## src/rtl/eu_cache_rd_arbiter_pkg.sv

```systemverilog
// Shared types and default widths for the exec-unit cache read-port arbiter.
package eu_cache_rd_arbiter_pkg;

  localparam int EU_N_REQ  = 4;
  localparam int EU_ADDR_W = 8;
  localparam int EU_DATA_W = 32;

  typedef enum logic [1:0] {
    ST_IDLE  = 2'd0,
    ST_ISSUE = 2'd1,
    ST_RESP  = 2'd2
  } arb_state_e;

  // Index width that never collapses to zero bits.
  function automatic int idx_w(input int n);
    return (n <= 2) ? 1 : $clog2(n);
  endfunction

endpackage

```

## src/rtl/eu_cache_rd_arbiter_if.sv

```systemverilog
// Requester fan-in plus cache r0 port bundle; slave = arbiter side, master = environment side.
interface eu_cache_rd_arbiter_if
  import eu_cache_rd_arbiter_pkg::*;
#(
  parameter int N_REQ  = EU_N_REQ,
  parameter int ADDR_W = EU_ADDR_W,
  parameter int DATA_W = EU_DATA_W
);

  logic [N_REQ-1:0]        req_valid;
  logic [N_REQ*ADDR_W-1:0] req_addr;
  logic [N_REQ-1:0]        req_ready;
  logic [N_REQ-1:0]        rsp_valid;
  logic [DATA_W-1:0]       rsp_data;
  logic                    rsp_err;
  logic [N_REQ-1:0]        rsp_ready;
  logic [ADDR_W-1:0]       cache_raddr;
  logic                    cache_rready;
  logic [DATA_W-1:0]       cache_rdata;
  logic                    cache_rvalid;

  modport slave (
    input  req_valid, req_addr, rsp_ready, cache_rdata, cache_rvalid,
    output req_ready, rsp_valid, rsp_data, rsp_err, cache_raddr, cache_rready
  );

  modport master (
    output req_valid, req_addr, rsp_ready, cache_rdata, cache_rvalid,
    input  req_ready, rsp_valid, rsp_data, rsp_err, cache_raddr, cache_rready
  );

endinterface

```

## src/rtl/eu_cache_rr_pick.sv

```systemverilog
// Combinational round-robin picker: first set request at or above i_ptr, wrapping modulo N_REQ.
module eu_cache_rr_pick
  import eu_cache_rd_arbiter_pkg::*;
#(
  parameter int N_REQ = EU_N_REQ,
  localparam int IDX_W = idx_w(N_REQ)
) (
  input  logic [N_REQ-1:0] i_req,
  input  logic [IDX_W-1:0] i_ptr,
  output logic [N_REQ-1:0] o_gnt,
  output logic [IDX_W-1:0] o_gnt_idx,
  output logic             o_any
);

  logic [IDX_W:0]   w_sum     [N_REQ];
  logic [IDX_W-1:0] w_cand    [N_REQ];
  logic [IDX_W-1:0] w_idx_acc [N_REQ+1];
  logic [N_REQ-1:0] w_hit;
  logic [N_REQ-1:0] w_first;
  logic [N_REQ:0]   w_seen;

  assign w_seen[0]    = 1'b0;
  assign w_idx_acc[0] = '0;

  // Slot gi of the rotated view is requester (i_ptr + gi) mod N_REQ; lowest slot wins.
  genvar gi;
  for (gi = 0; gi < N_REQ; gi++) begin : g_slot
    assign w_sum[gi]  = {1'b0, i_ptr} + (IDX_W+1)'(gi);
    assign w_cand[gi] = (w_sum[gi] >= (IDX_W+1)'(N_REQ)) ?
                        IDX_W'(w_sum[gi] - (IDX_W+1)'(N_REQ)) : IDX_W'(w_sum[gi]);
    assign w_hit[gi]       = i_req[w_cand[gi]];
    assign w_first[gi]     = w_hit[gi] & ~w_seen[gi];
    assign w_seen[gi+1]    = w_seen[gi] | w_hit[gi];
    assign w_idx_acc[gi+1] = w_idx_acc[gi] | (w_first[gi] ? w_cand[gi] : '0);
  end

  assign o_any     = w_seen[N_REQ];
  assign o_gnt_idx = w_idx_acc[N_REQ];
  assign o_gnt     = o_any ? (N_REQ'(1) << o_gnt_idx) : '0;

endmodule

```

## src/rtl/eu_cache_rd_arbiter.sv

```systemverilog
// Round-robin arbiter sharing the exec-unit cache r0 read port, one transaction in flight.
// Optional ISSUE timeout abort is enabled by defining EU_CACHE_RDARB_TIMEOUT_EN.
module eu_cache_rd_arbiter
  import eu_cache_rd_arbiter_pkg::*;
#(
  parameter int N_REQ          = EU_N_REQ,
  parameter int ADDR_W         = EU_ADDR_W,
  parameter int DATA_W         = EU_DATA_W,
  parameter int TIMEOUT_CYCLES = 16
) (
  input logic                  clk,
  input logic                  reset,
  eu_cache_rd_arbiter_if.slave bus
);

  localparam int IDX_W = idx_w(N_REQ);

  arb_state_e        r_state, w_state_next;
  logic [IDX_W-1:0]  r_gnt_idx, w_gnt_idx_next;
  logic [IDX_W-1:0]  r_rr_ptr, w_rr_ptr_next;
  logic [ADDR_W-1:0] r_addr_q, w_addr_q_next;
  logic [DATA_W-1:0] r_data_q, w_data_q_next;

  logic [N_REQ-1:0]  w_pick_gnt;
  logic [IDX_W-1:0]  w_pick_idx;
  logic              w_pick_any;
  logic [ADDR_W-1:0] w_req_addr [N_REQ];

  logic [N_REQ-1:0]  w_req_ready;
  logic [N_REQ-1:0]  w_rsp_valid;
  logic [DATA_W-1:0] w_rsp_data;
  logic [ADDR_W-1:0] w_cache_raddr;
  logic              w_cache_rready;

  genvar gi;
  for (gi = 0; gi < N_REQ; gi++) begin : g_addr
    assign w_req_addr[gi] = bus.req_addr[gi*ADDR_W +: ADDR_W];
  end

  eu_cache_rr_pick #(.N_REQ(N_REQ)) u_pick (
    .i_req     (bus.req_valid),
    .i_ptr     (r_rr_ptr),
    .o_gnt     (w_pick_gnt),
    .o_gnt_idx (w_pick_idx),
    .o_any     (w_pick_any)
  );

`ifdef EU_CACHE_RDARB_TIMEOUT_EN
  localparam int TO_W = idx_w(TIMEOUT_CYCLES);

  logic            r_err_q, w_err_q_next;
  logic [TO_W-1:0] r_to_cnt;
  logic            w_to_hit;

  assign w_to_hit = (r_to_cnt == TO_W'(TIMEOUT_CYCLES - 1));

  // Outside ISSUE the counter sits at zero, so it is clear on every ISSUE entry.
  always_ff @(posedge clk) begin
    if (reset) begin
      r_to_cnt <= '0;
      r_err_q  <= 1'b0;
    end else begin
      r_err_q <= w_err_q_next;
      if (r_state != ST_ISSUE)
        r_to_cnt <= '0;
      else if (!bus.cache_rvalid)
        r_to_cnt <= r_to_cnt + 1'b1;
    end
  end

  assign bus.rsp_err = (r_state == ST_RESP) ? r_err_q : 1'b0;
`else
  assign bus.rsp_err = 1'b0;
`endif

  always_ff @(posedge clk) begin
    if (reset) begin
      r_state   <= ST_IDLE;
      r_gnt_idx <= '0;
      r_rr_ptr  <= '0;
      r_addr_q  <= '0;
      r_data_q  <= '0;
    end else begin
      r_state   <= w_state_next;
      r_gnt_idx <= w_gnt_idx_next;
      r_rr_ptr  <= w_rr_ptr_next;
      r_addr_q  <= w_addr_q_next;
      r_data_q  <= w_data_q_next;
    end
  end

  always_comb begin
    w_state_next   = r_state;
    w_gnt_idx_next = r_gnt_idx;
    w_rr_ptr_next  = r_rr_ptr;
    w_addr_q_next  = r_addr_q;
    w_data_q_next  = r_data_q;
`ifdef EU_CACHE_RDARB_TIMEOUT_EN
    w_err_q_next   = r_err_q;
`endif
    w_req_ready    = '0;
    w_rsp_valid    = '0;
    w_rsp_data     = '0;
    w_cache_raddr  = '0;
    w_cache_rready = 1'b0;

    unique case (r_state)
      ST_IDLE: begin
        if (w_pick_any) begin
          w_req_ready    = w_pick_gnt;
          w_addr_q_next  = w_req_addr[w_pick_idx];
          w_gnt_idx_next = w_pick_idx;
          w_state_next   = ST_ISSUE;
        end
      end
      ST_ISSUE: begin
        w_cache_raddr  = r_addr_q;
        w_cache_rready = 1'b1;
        // A late cache_rvalid beats the timeout in the same cycle.
        if (bus.cache_rvalid) begin
          w_data_q_next = bus.cache_rdata;
`ifdef EU_CACHE_RDARB_TIMEOUT_EN
          w_err_q_next  = 1'b0;
`endif
          w_state_next  = ST_RESP;
        end
`ifdef EU_CACHE_RDARB_TIMEOUT_EN
        else if (w_to_hit) begin
          w_data_q_next = '0;
          w_err_q_next  = 1'b1;
          w_state_next  = ST_RESP;
        end
`endif
      end
      ST_RESP: begin
        w_rsp_valid = N_REQ'(1) << r_gnt_idx;
        w_rsp_data  = r_data_q;
        if (bus.rsp_ready[r_gnt_idx]) begin
          w_state_next  = ST_IDLE;
          w_rr_ptr_next = (r_gnt_idx == IDX_W'(N_REQ - 1)) ? '0 : r_gnt_idx + 1'b1;
        end
      end
      default: w_state_next = ST_IDLE;
    endcase
  end

  // The IDLE accept is combinational, so it must be masked while reset is held.
  assign bus.req_ready    = reset ? '0 : w_req_ready;
  assign bus.rsp_valid    = w_rsp_valid;
  assign bus.rsp_data     = w_rsp_data;
  assign bus.cache_raddr  = w_cache_raddr;
  assign bus.cache_rready = w_cache_rready;

endmodule
```

## src/flat_wrapper.sv

```systemverilog
// flat-port wrapper written by rule: the top's interface ports become plain ports
module eu_cache_rd_arbiter_flat import eu_cache_rd_arbiter_pkg::*;
#(
  parameter int N_REQ          = EU_N_REQ,
  parameter int ADDR_W         = EU_ADDR_W,
  parameter int DATA_W         = EU_DATA_W,
  parameter int TIMEOUT_CYCLES = 16
)
  (clk, reset, bus_req_valid, bus_req_addr, bus_rsp_ready, bus_cache_rdata, bus_cache_rvalid, bus_req_ready, bus_rsp_valid, bus_rsp_data, bus_rsp_err, bus_cache_raddr, bus_cache_rready);
  eu_cache_rd_arbiter_if #(.N_REQ(N_REQ), .ADDR_W(ADDR_W), .DATA_W(DATA_W)) bus_i ();
  input logic clk;
  input logic reset;
  input wire logic [$bits(bus_i.req_valid)-1:0] bus_req_valid;
  input wire logic [$bits(bus_i.req_addr)-1:0] bus_req_addr;
  input wire logic [$bits(bus_i.rsp_ready)-1:0] bus_rsp_ready;
  input wire logic [$bits(bus_i.cache_rdata)-1:0] bus_cache_rdata;
  input wire logic [$bits(bus_i.cache_rvalid)-1:0] bus_cache_rvalid;
  output wire logic [$bits(bus_i.req_ready)-1:0] bus_req_ready;
  output wire logic [$bits(bus_i.rsp_valid)-1:0] bus_rsp_valid;
  output wire logic [$bits(bus_i.rsp_data)-1:0] bus_rsp_data;
  output wire logic [$bits(bus_i.rsp_err)-1:0] bus_rsp_err;
  output wire logic [$bits(bus_i.cache_raddr)-1:0] bus_cache_raddr;
  output wire logic [$bits(bus_i.cache_rready)-1:0] bus_cache_rready;
  assign bus_i.req_valid = bus_req_valid;
  assign bus_i.req_addr = bus_req_addr;
  assign bus_i.rsp_ready = bus_rsp_ready;
  assign bus_i.cache_rdata = bus_cache_rdata;
  assign bus_i.cache_rvalid = bus_cache_rvalid;
  assign bus_req_ready = bus_i.req_ready;
  assign bus_rsp_valid = bus_i.rsp_valid;
  assign bus_rsp_data = bus_i.rsp_data;
  assign bus_rsp_err = bus_i.rsp_err;
  assign bus_cache_raddr = bus_i.cache_raddr;
  assign bus_cache_rready = bus_i.cache_rready;
  eu_cache_rd_arbiter #(.N_REQ(N_REQ), .ADDR_W(ADDR_W), .DATA_W(DATA_W), .TIMEOUT_CYCLES(TIMEOUT_CYCLES)) u_core (.clk(clk), .reset(reset), .bus(bus_i));
endmodule
```

## config.mk

```make
export PLATFORM = sky130hd
export DESIGN_NAME = eu_cache_rd_arbiter_flat
export DESIGN_NICKNAME = d
export VERILOG_FILES = /design/src/rtl/eu_cache_rd_arbiter_pkg.sv /design/src/rtl/eu_cache_rd_arbiter_if.sv /design/src/rtl/eu_cache_rr_pick.sv /design/src/rtl/eu_cache_rd_arbiter.sv /design/src/flat_wrapper.sv
export SDC_FILE = /design/constraint.sdc
export NUM_CORES = 1
export LEC_CHECK = 0
export BUFFER_PORTS_ARGS = -buffer_cell sky130_fd_sc_hd__buf_2
export CORE_UTILIZATION = 44
export CTS_CLUSTER_DIAMETER = 40
export CTS_CLUSTER_SIZE = 40
export DETAILED_ROUTE_END_ITERATION = 16
export PLACE_DENSITY = 0.86
export SLEW_MARGIN = 25
export SYNTH_ARGS = -nofsm -noshare
export SYNTH_HDL_FRONTEND = slang
export SYNTH_SLANG_ARGS = --single-unit
```

## constraint.sdc

```tcl
create_clock -name clk -period 2.5 [get_ports clk]
set_input_delay 0 -clock clk [delete_from_list [all_inputs] [get_ports clk]]
set_output_delay 0 -clock clk [all_outputs]
set_load 0.005 [all_outputs]
```

==> results.md, run 1 <==
* Status: finished clean
* Register bit total from synthesis at 46
* Post-synth top cells: nand2_1 (75), dfxtp_1 (46), and2_1 (45), a21oi_1 (34), clkbuf_1 (17)
* Post-synth ARST share at 0%
* Critical Path End Type: primary output
* Combinational share of power at 20.7%
* First-pass GRT wire length at 10900 µm
* Sequential Power Share at 51.2%
* # fillers at 451
* Area Overhead vs Synth at 41.9%
* PortBufs at 123
* Die boundary height at 76.3 µm
* Setup TNS at 0 ns
* # DRC at 0
* Area fraction of the dominant cell type after synthesis at 37.9%
* Row count at 26
* Ant. Diodes at 0
* Pwr Total at 1.57 mW
* Number of global-route vias before repair at 2447
* Slowest cell on crit path: or4b_1
* First DRT Iteration DRCs at 132
* CP peak stage delay at 0.79 ns
* CTS tree: done
* Clock latency on the worst-skew pair at 0.29 ns
* Vias/cell at 5.04
* Synthesized instance count at 305
* Worst vdd ir at 0.000362 V
* Total GRT Usage at 22.8%
* TritonCTS Buffers at 5
* Syn. warnings at 0
* Final WS setup at 0.207 ns
* Hold buffers post-CTS at 33
* Htree depth at 2
* Max Clk Rate at 436 MHz
* Worst path arrival time at 2.29 ns
* Layout cells sized above 1 at 34.8%
* Top cell type by total area after synthesis: dfxtp_1
* Starting Density at 46.7%
* Io pins at 125
* Area of the core at 5200 µm²
* Nets at 526
* Routability congestion estimate at 0.891
* Startpoint types: flop
* DR vias at 2610
* Static Leak at 1.62 nW
* Critical path buffer and inverter count at 1
* Grt total ovfl at 0
* Routed Antenna Nets at 0
* Final WL at 6660 µm
* Die area at 5820 µm²
* HP Class: input pin to flop
* Count leader, synth: nand2_1
* Main flop type after synthesis: dfxtp_1
* RSZ-0062 raised after global routing: false
* Final core occ at 66.3%
* Root Driver: clkbuf_8
* Post-DP HPWL at 4360 µm
* Synth unique cells at 34
* Critical-path maximum fanout at 18
* WL/cell at 12.9 µm
* Clock network fraction of total power at 28.0%
* Final Setup Violations at 0
* Max-Cap Viols at 0
* Mapped cell area at 2430 µm²
* Fin crit period at 2.29 ns
* P_int at 1.14 mW
* Fin crit share at 91.7%
* Register area share after synthesis at 37.9%
* Sw frac at 27.5%
* Largest net degree at the start of global routing at 41
* Mapped Avg Cell Area at 7.97 µm²
* P_sw at 0.432 mW
* Clk buf depth at 2
* Slew margin rel. at 52.0%
* Crit path kind: flop to primary output
* Mapped Nets at 384
* Post-synth EDFFs at 0
* Initial antenna violation count at 0
* Setup bufs post-CTS at 0
* Fin. Hold Viols at 0
* Slew Limit Fails at 0
* CP required at 2.50 ns
* PD cells at 456 nW/µm²
* Post-CTS Resized at 0
* Die width at 76.3 µm
* CTS sink cnt at 46
* Synth area leaders: dfxtp_1 (38%), and2_1 (12%), nand2_1 (12%), a21oi_1 (7.0%), a211oi_1 (3.4%)
* Largest delay share family, worst path: simple AND/OR/NAND/NOR gates
* Worst-margin pin slew at 0.721 ns
* DR pass1 iterations at 4
* Clk slew on worst S/H paths at 0.09 ns
* Final Skew at 0.0141 ns
* Pre-CTS WS at 0.414 ns
* CP Cell Sequence: nor2b_4 -> or4b_1 -> and2_2 -> nor3_1 -> buf_2
-- tightest hold or removal path: cells and delay by family --
kind / cells / cell delay [ns]
AO/OA/AOI/OAI: 2 / 0.22
buffers and inverters: 1 / 0.09
-- layout by cell type (no fill, tap or decap), types with 2 or more instances in the layout --
cell type      netlist  layout
a211oi_1            11      11
a211oi_2             5       5
a21oi_1             34      34
and2_1              45      45
and3_1               9       9
and3_2               7       7
buf_2                2     123
buf_4                1       3
clkbuf_8             0       5
dfxtp_1             46      46
dlygate4sd3_1        0      33
ha_1                 4       4
inv_1                2       2
mux2i_1              3       3
nand2_1             75      75
nor2_1               6       6
nor2b_1              5       4
nor3_1               6       6
o31ai_1              5       5
o31ai_2              3       3
or4_1                2       2
-- sequential cells by signal (all words and copies together) (netlist names) --
name,cells
u_core.r_rr_ptr,2
u_core.r_gnt_idx,2
u_core.r_addr_q,8
u_core.r_data_q,32
u_core.r_state,2
-- cells by family (layout without fill, tap and decap cells) --
| kind of cell | count (synthesis) | in the layout | synth area share [%] |
|---|---|---|---|
| buffers and inverters | 26 | 169 | 5.51 |
| AO/OA/AOI/OAI | 61 | 61 | 17.5 |
| adder cells (fa/ha/maj) | 4 | 4 | 2.06 |
| AND/OR/NAND/NOR | 162 | 162 | 34.2 |
| multiplexers | 5 | 5 | 2.63 |
| other | 1 | 1 | 0.154 |
| flip-flops | 46 | 46 | 37.9 |
-- per-layer routing --
metal	track usage, %	part of all wire, %	vias to the layer above
li1	-	-	1306
met1	28.4	43	1178
met2	39.5	49	116
met3	4.19	6.5	10
met4	7.31	1.6	0
met5	0	0	-
-- final timing paths --
| check | cells after the start | startpoint | end | slack [ns] |
|---|---|---|---|---|
| worst min-delay path | 3 | bus_req_addr[10] | u_core.r_addr_q[2]$_SDFFE_PP0P_ | 0.03 |
| worst max-delay path | 5 | u_core.r_rr_ptr[0]$_SDFFE_PP0P_ | bus_req_ready[1] | 0.21 |
| worst min register to register | 2 | u_core.r_addr_q[0]$_SDFFE_PP0P_ | u_core.r_addr_q[0]$_SDFFE_PP0P_ | 0.45 |
| worst max register to register | 5 | u_core.r_rr_ptr[0]$_SDFFE_PP0P_ | u_core.r_addr_q[3]$_SDFFE_PP0P_ | 0.38 |
-- stage by stage --
step                      instances  hold WS [ns]  instance area [µm²]
after CTS                       518        0.0233                 3450
final                           518        0.0306                 3450
after floorplan                 305         0.136                 2430
after global routing            518        0.0224                 3450
after detailed placement        477         0.249                 3030
after global placement          477         0.242                 3030
-- cell type report --
| type | instances | area (µm²) | share of cell area [%] |
|---|---|---|---|
| well taps | 70 | 87.6 | 2.54 |
| multi-input cells | 233 | 1380 | 39.9 |
| clock inverters | 2 | 13.8 | 0.399 |
| repair buffers | 159 | 968 | 28.1 |
| inverters | 2 | 7.51 | 0.218 |
| clock buffers | 6 | 72.6 | 2.10 |
| flip-flops and latches | 46 | 921 | 26.7 |
-- power by group through the flow --
stage,clock (mW),sequential [mW],combinational (mW)
floorplan,0,0.812,0.183
global placement,0,0.818,0.277
detailed placement,0,0.821,0.283
CTS,0.458,0.804,0.324
global route,0.491,0.811,0.360
finish,0.441,0.806,0.326
No activity file was read; power rests on OpenSTA's default activity.
==> inputs of run 2 (changes only) <==
--- a/config.mk
+++ b/config.mk
@@ -5,12 +5,12 @@
 export SDC_FILE = /design/constraint.sdc
 export NUM_CORES = 1
 export LEC_CHECK = 0
-export BUFFER_PORTS_ARGS = -buffer_cell sky130_fd_sc_hd__buf_2
 export CORE_UTILIZATION = 44
 export CTS_CLUSTER_DIAMETER = 40
 export CTS_CLUSTER_SIZE = 40
 export DETAILED_ROUTE_END_ITERATION = 16
-export PLACE_DENSITY = 0.86
+export DONT_BUFFER_PORTS = 1
+export PLACE_DENSITY = 0.67
 export SLEW_MARGIN = 25
 export SYNTH_ARGS = -nofsm -noshare
 export SYNTH_HDL_FRONTEND = slang
==> run 2 against run 1 <==
Compared with the run above:
- power increased by 5.2%
- register-to-register slack improved by 0.02 ns
- highest routed layer unchanged
- largest cell class unchanged
- critical path depth decreased by 1
- clock-buffer cell count unchanged
- first-iteration DRC count decreased by 31%
- routed wire length decreased by 6.9%
- fmax increased by 8.9%
==> results.md, run 2 (synthesis results as in run 1) <==
* Worst vdd ir at 0.000296 V
* First DRT Iteration DRCs at 91
* Largest net degree at the start of global routing at 39
* Static Leak at 1.21 nW
* Io pins at 125
* Worst-case hold slack at 0.0166 ns
* HP Class: input pin to flop
* Routed Antenna Nets at 0
* Reg-to-reg startpoint: u_core.r_rr_ptr[0]$_SDFFE_PP0P_
* Routability congestion estimate at 0.862
* Slowest cell on crit path: or4b_1
* Fin crit share at 84.2%
* HP Start: reset
* Crit path launch: u_core.r_rr_ptr[0]$_SDFFE_PP0P_
* Starting Density at 46.7%
* Slew Limit Fails at 0
* CTS tree: done
* # fillers at 454
* Max-Cap Viols at 0
* Reg2reg path depth at 5
* Post-DP HPWL at 3820 µm
* PortBufs at 0
* Die area at 5820 µm²
* WL/cell at 14.8 µm
* Hold Path Cell Cnt at 3
* Max Clk Rate at 475 MHz
* Vias/cell at 5.34
* First-pass GRT wire length at 10300 µm
* Critical Path End Type: primary output
* Initial antenna violation count at 0
* Total GRT Usage at 21.8%
* Fin crit period at 2.11 ns
* Area Overhead vs Synth at 28.7%
* Ant. Diodes at 0
* Post-CTS Resized at 0
* Htree depth at 2
* PD cells at 529 nW/µm²
* CTS sink cnt at 46
* CP required at 2.50 ns
* Area of the core at 5200 µm²
* Nets at 429
* Fin. Hold Viols at 0
* Critical-path maximum fanout at 18
* # DRC at 0
* Slew margin rel. at 48.1%
* TritonCTS Buffers at 5
* CP peak stage delay at 0.79 ns
* Status: finished clean
* Startpoint types: flop
* CP Cell Sequence: nor2b_4 -> or4b_1 -> and2_2 -> nor3_1
* Number of global-route vias before repair at 2127
* Grt total ovfl at 0
* Max reg flops at 32
* Top reg by flops: u_core.r_data_q
* Die width at 76.3 µm
* Crit path kind: flop to primary output
* Clk buf depth at 2
* RSZ-0062 raised after global routing: false
* Worst path arrival time at 2.11 ns
* Final Skew at 0.00772 ns
* Worst-margin pin slew at 0.779 ns
* Layout cells sized above 1 at 10.0%
* Final WL at 6200 µm
* Final Setup Violations at 0
* Clk slew on worst S/H paths at 0.08 ns
* DR pass1 iterations at 4
* Biggest regs: u_core.r_data_q x32, u_core.r_addr_q x8
* Commonest cells after routing, fill and taps aside: nand2_1 (75), dlygate4sd3_1 (57), dfxtp_1 (46)
* Die boundary height at 76.3 µm
* Setup TNS at 0 ns
* Clock latency on the worst-skew pair at 0.30 ns
* Row count at 26
* DR vias at 2242
* Root Driver: clkbuf_8
* Most common library cell in the layout ignoring fill and taps: nand2_1
[run 2: cell count changes in the layout (fill, tap and decap cells not counted), sizes merged]
cell,change
buf,-121
dlygate4sd3,+24
clkinv,-2
bufinv,+1
[run 2: layout make-up]
cell class / instances / area (µm²) / area share (%)
clock inverter: 1 / 30.0 / 0.960
tap: 70 / 87.6 / 2.80
clock buffer: 6 / 82.6 / 2.64
multi-input combinational: 233 / 1380 / 44.1
sequential: 46 / 921 / 29.5
inverter: 2 / 7.51 / 0.240
timing repair buffer: 62 / 621 / 19.8
[run 2: repair_timing]
item	CTS	global route
hold endpoints to repair	46	0
buffers inserted	0	0
hold buffers	58	0
setup endpoints to repair	0	0
[run 2: layer usage]
layer | routed length [µm] | GRT usage [%]
met3 | 498 | 5.99
met5 | 0 | 0
met4 | 129 | 8.65
met1 | 2660 | 26.6
met2 | 2920 | 36.1
[run 2: stage by stage]
stage                     utilization, %  total power, mW  std cells  setup WS [ns]  instance area (µm²)
after floorplan                        -            0.996        305          0.705                 2430
after global placement              46.6             1.02        355          0.508                 2420
after detailed placement            46.6             1.02        355          0.430                 2420
after CTS                           60.1             1.67        420          0.397                 3130
after global routing                60.1             1.74        420          0.253                 3130
final                               60.1             1.65        420          0.394                 3130
[run 2: path summary, 6_finish.rpt]
path | slack (ns) | endpoint
worst max-delay path | 0.39 | bus_req_ready[1]
worst min-delay path | 0.02 | u_core.r_addr_q[0]$_SDFFE_PP0P_
worst min register to register | 0.45 | u_core.r_data_q[19]$_SDFFE_PP0P_
worst max register to register | 0.40 | u_core.r_addr_q[3]$_SDFFE_PP0P_
[run 2: worst max-delay path: cells and delay by family, from the launching register on]
kind             cells  cell delay (ns)
and+or+nand+nor      4             1.39
DFF                  1             0.41
[run 2: power breakdown]
part,switching (mW),internal [mW],total (mW)
Combinational,0.143,0.146,0.289
Sequential,0.0256,0.778,0.804
Clock,0.242,0.320,0.562
Total,0.411,1.24,1.65
==> inputs of run 3 (changes only) <==
--- a/config.mk
+++ b/config.mk
@@ -10,7 +10,7 @@
 export CTS_CLUSTER_SIZE = 40
 export DETAILED_ROUTE_END_ITERATION = 16
 export DONT_BUFFER_PORTS = 1
-export PLACE_DENSITY = 0.67
+export PLACE_DENSITY = 0.69
 export SLEW_MARGIN = 25
 export SYNTH_ARGS = -nofsm -noshare
 export SYNTH_HDL_FRONTEND = slang
==> constraint.sdc (replaced) <==
create_clock -name clk -period 1.7 [get_ports clk]
set_input_delay 0 -clock clk [delete_from_list [all_inputs] [get_ports clk]]
set_output_delay 0 -clock clk [all_outputs]
set_load 0.005 [all_outputs]
==> run 3 against run 2 <==
Compared with the run above:
- the run now ends with negative setup slack left
- power is 42% higher
- cell count grew 1.7%
- core utilization up 3.5 points
- combinational power rose by 74%
- routed wire length increased by 6.8%
- critical endpoint unchanged
- highest routed layer unchanged
==> results.md, run 3 (synthesis results as in run 1) <==
* CP Cell Sequence: nor2b_4 -> or4b_4 -> buf_6 -> and2_2 -> nor3_4
* Slew margin rel. at 58.5%
* Root Driver: clkbuf_8
* Status: finished with violations
* Die width at 76.3 µm
* Routed Antenna Nets at 0
* Area Overhead vs Synth at 36.1%
* Failing checks: negative setup slack
* Fin. Hold Viols at 0
* RSZ-0062 raised after global routing: true
* Final WS setup at -0.0598 ns
* CTS tree: done
* Critical path buffer and inverter count at 1
* Finished Cell Area at 3310 µm²
* Startpoint types: flop
* Max-Cap Viols at 0
* Area of the core at 5200 µm²
* Commonest cells after routing, fill and taps aside: nand2_1 (75), dlygate4sd3_1 (50), and2_1 (45), dfxtp_1 (45), a21oi_1 (34)
* DR pass1 iterations at 4
* Starting Density at 46.7%
* Post-DP HPWL at 3940 µm
* Clk slew on worst S/H paths at 0.09 ns
* Nets at 435
* Final Skew at 0.00964 ns
* Crit path kind: flop to primary output
* Post-route insts no fill at 427
* Clk buf depth at 2
* Max reg flops at 32
* Total GRT Usage at 22.6%
* TritonCTS Buffers at 5
* Max Clk Rate at 568 MHz
* Die area at 5820 µm²
* Worst-margin pin slew at 0.616 ns
* Reg area at 922 µm²
* Initial antenna violation count at 0
* Slowest cell on crit path: or4b_4
* Worst vdd ir at 0.000352 V
* PD cells at 710 nW/µm²
* Final Setup Violations at 6
* HP Class: input pin to flop
* Largest delay share family, worst path: simple AND/OR/NAND/NOR gates
* Slew Limit Fails at 0
* Multi-input combinational cell area at 1500 µm²
* Fin crit period at 1.76 ns
* Io pins at 125
* # DRC at 0
* CP required at 1.70 ns
* CP peak stage delay at 0.49 ns
* Number of global-route vias before repair at 2299
* # fillers at 436
* PortBufs at 0
* Grt total ovfl at 0
* Final WL at 6620 µm
* Critical-path maximum fanout at 9
* Ant. Diodes at 0
* Htree depth at 2
* Routability congestion estimate at 0.854
* WL/cell at 15.5 µm
* Placed insts at 363
* Layout cells sized above 1 at 18.8%
* Pre-CTS WS at -0.115 ns
* CTS sink cnt at 46
* Clock latency on the worst-skew pair at 0.29 ns
* Pwr Total at 2.35 mW
* Row count at 26
* Static Leak at 1.26 nW
* First-pass GRT wire length at 10600 µm
* Die boundary height at 76.3 µm
* Worst-case hold slack at 0.0409 ns
* Fin crit share at 104%
* Critical Path End Type: primary output
* DR vias at 2259
* Largest net degree at the start of global routing at 39
* Most common library cell in the layout ignoring fill and taps: nand2_1
* Worst path arrival time at 1.76 ns
* Top reg by flops: u_core.r_data_q
* Biggest regs: u_core.r_data_q x32, u_core.r_addr_q x8
* Vias/cell at 5.29
* Dpl cell area at 2530 µm²
* First DRT Iteration DRCs at 83
[run 3: timing repair]
action	CTS	global route
hold endpoints to repair	46	0
endpoints found under the setup margin	12	12
hold buffers	51	0
resized for setup	15	5
cloned	1	0
pin swaps	3	2
buffers inserted	3	1
[run 3: cell type report]
type	count	share of cell area, %
multi-input cells	233	45.3
flip-flops and latches	46	27.9
repair buffers	68	21.3
well taps	70	2.65
clock buffers	5	2.08
clock inverters	3	0.643
inverters	2	0.227
[run 3: metal layers]
metal	vias up	GRT usage (%)	wire length, µm	part of all wire [%]
met3	12	6.35	455	6.9
met2	96	41.1	3300	50
met1	1024	24.7	2730	41
met5	-	0	0	0
li1	1127	-	-	-
met4	0	9.04	136	2.1
[run 3: final timing paths]
kind | start | to | slack [ns] | depth (start not counted)
setup / recovery | u_core.r_rr_ptr[0]$_SDFFE_PP0P_ | bus_req_ready[1] | -0.06 | 5
hold / removal | reset | u_core.r_addr_q[0]$_SDFFE_PP0P_ | 0.04 | 4
setup reg to reg | u_core.r_rr_ptr[0]$_SDFFE_PP0P_ | u_core.r_addr_q[3]$_SDFFE_PP0P_ | -0.05 | 6
hold reg to reg | u_core.r_data_q[31]$_SDFFE_PP0P_ | u_core.r_data_q[31]$_SDFFE_PP0P_ | 0.45 | 2
[run 3: worst min-delay path, cell delays in order]
cell	delay, ns
nor2_1	0.02
buf_4	0.15
nand2_1	0.07
o31ai_1	0.05
[run 3: per-stage QoR]
step	setup TNS, ns	util [%]
2_1_floorplan	0	-
3_3_place_gp	-0.127	48.6
3_5_place_dp	-0.448	48.6
4_1_cts	-0.108	62.5
5_1_grt	-0.649	63.5
6_report	-0.226	63.5
[run 3: report_power, final]
part / switching, mW / internal (mW) / leakage, nW
combinational: 0.246 / 0.258 / 0.838
sequential: 0.0357 / 1.14 / 0.376
clock: 0.376 / 0.289 / 0.0441
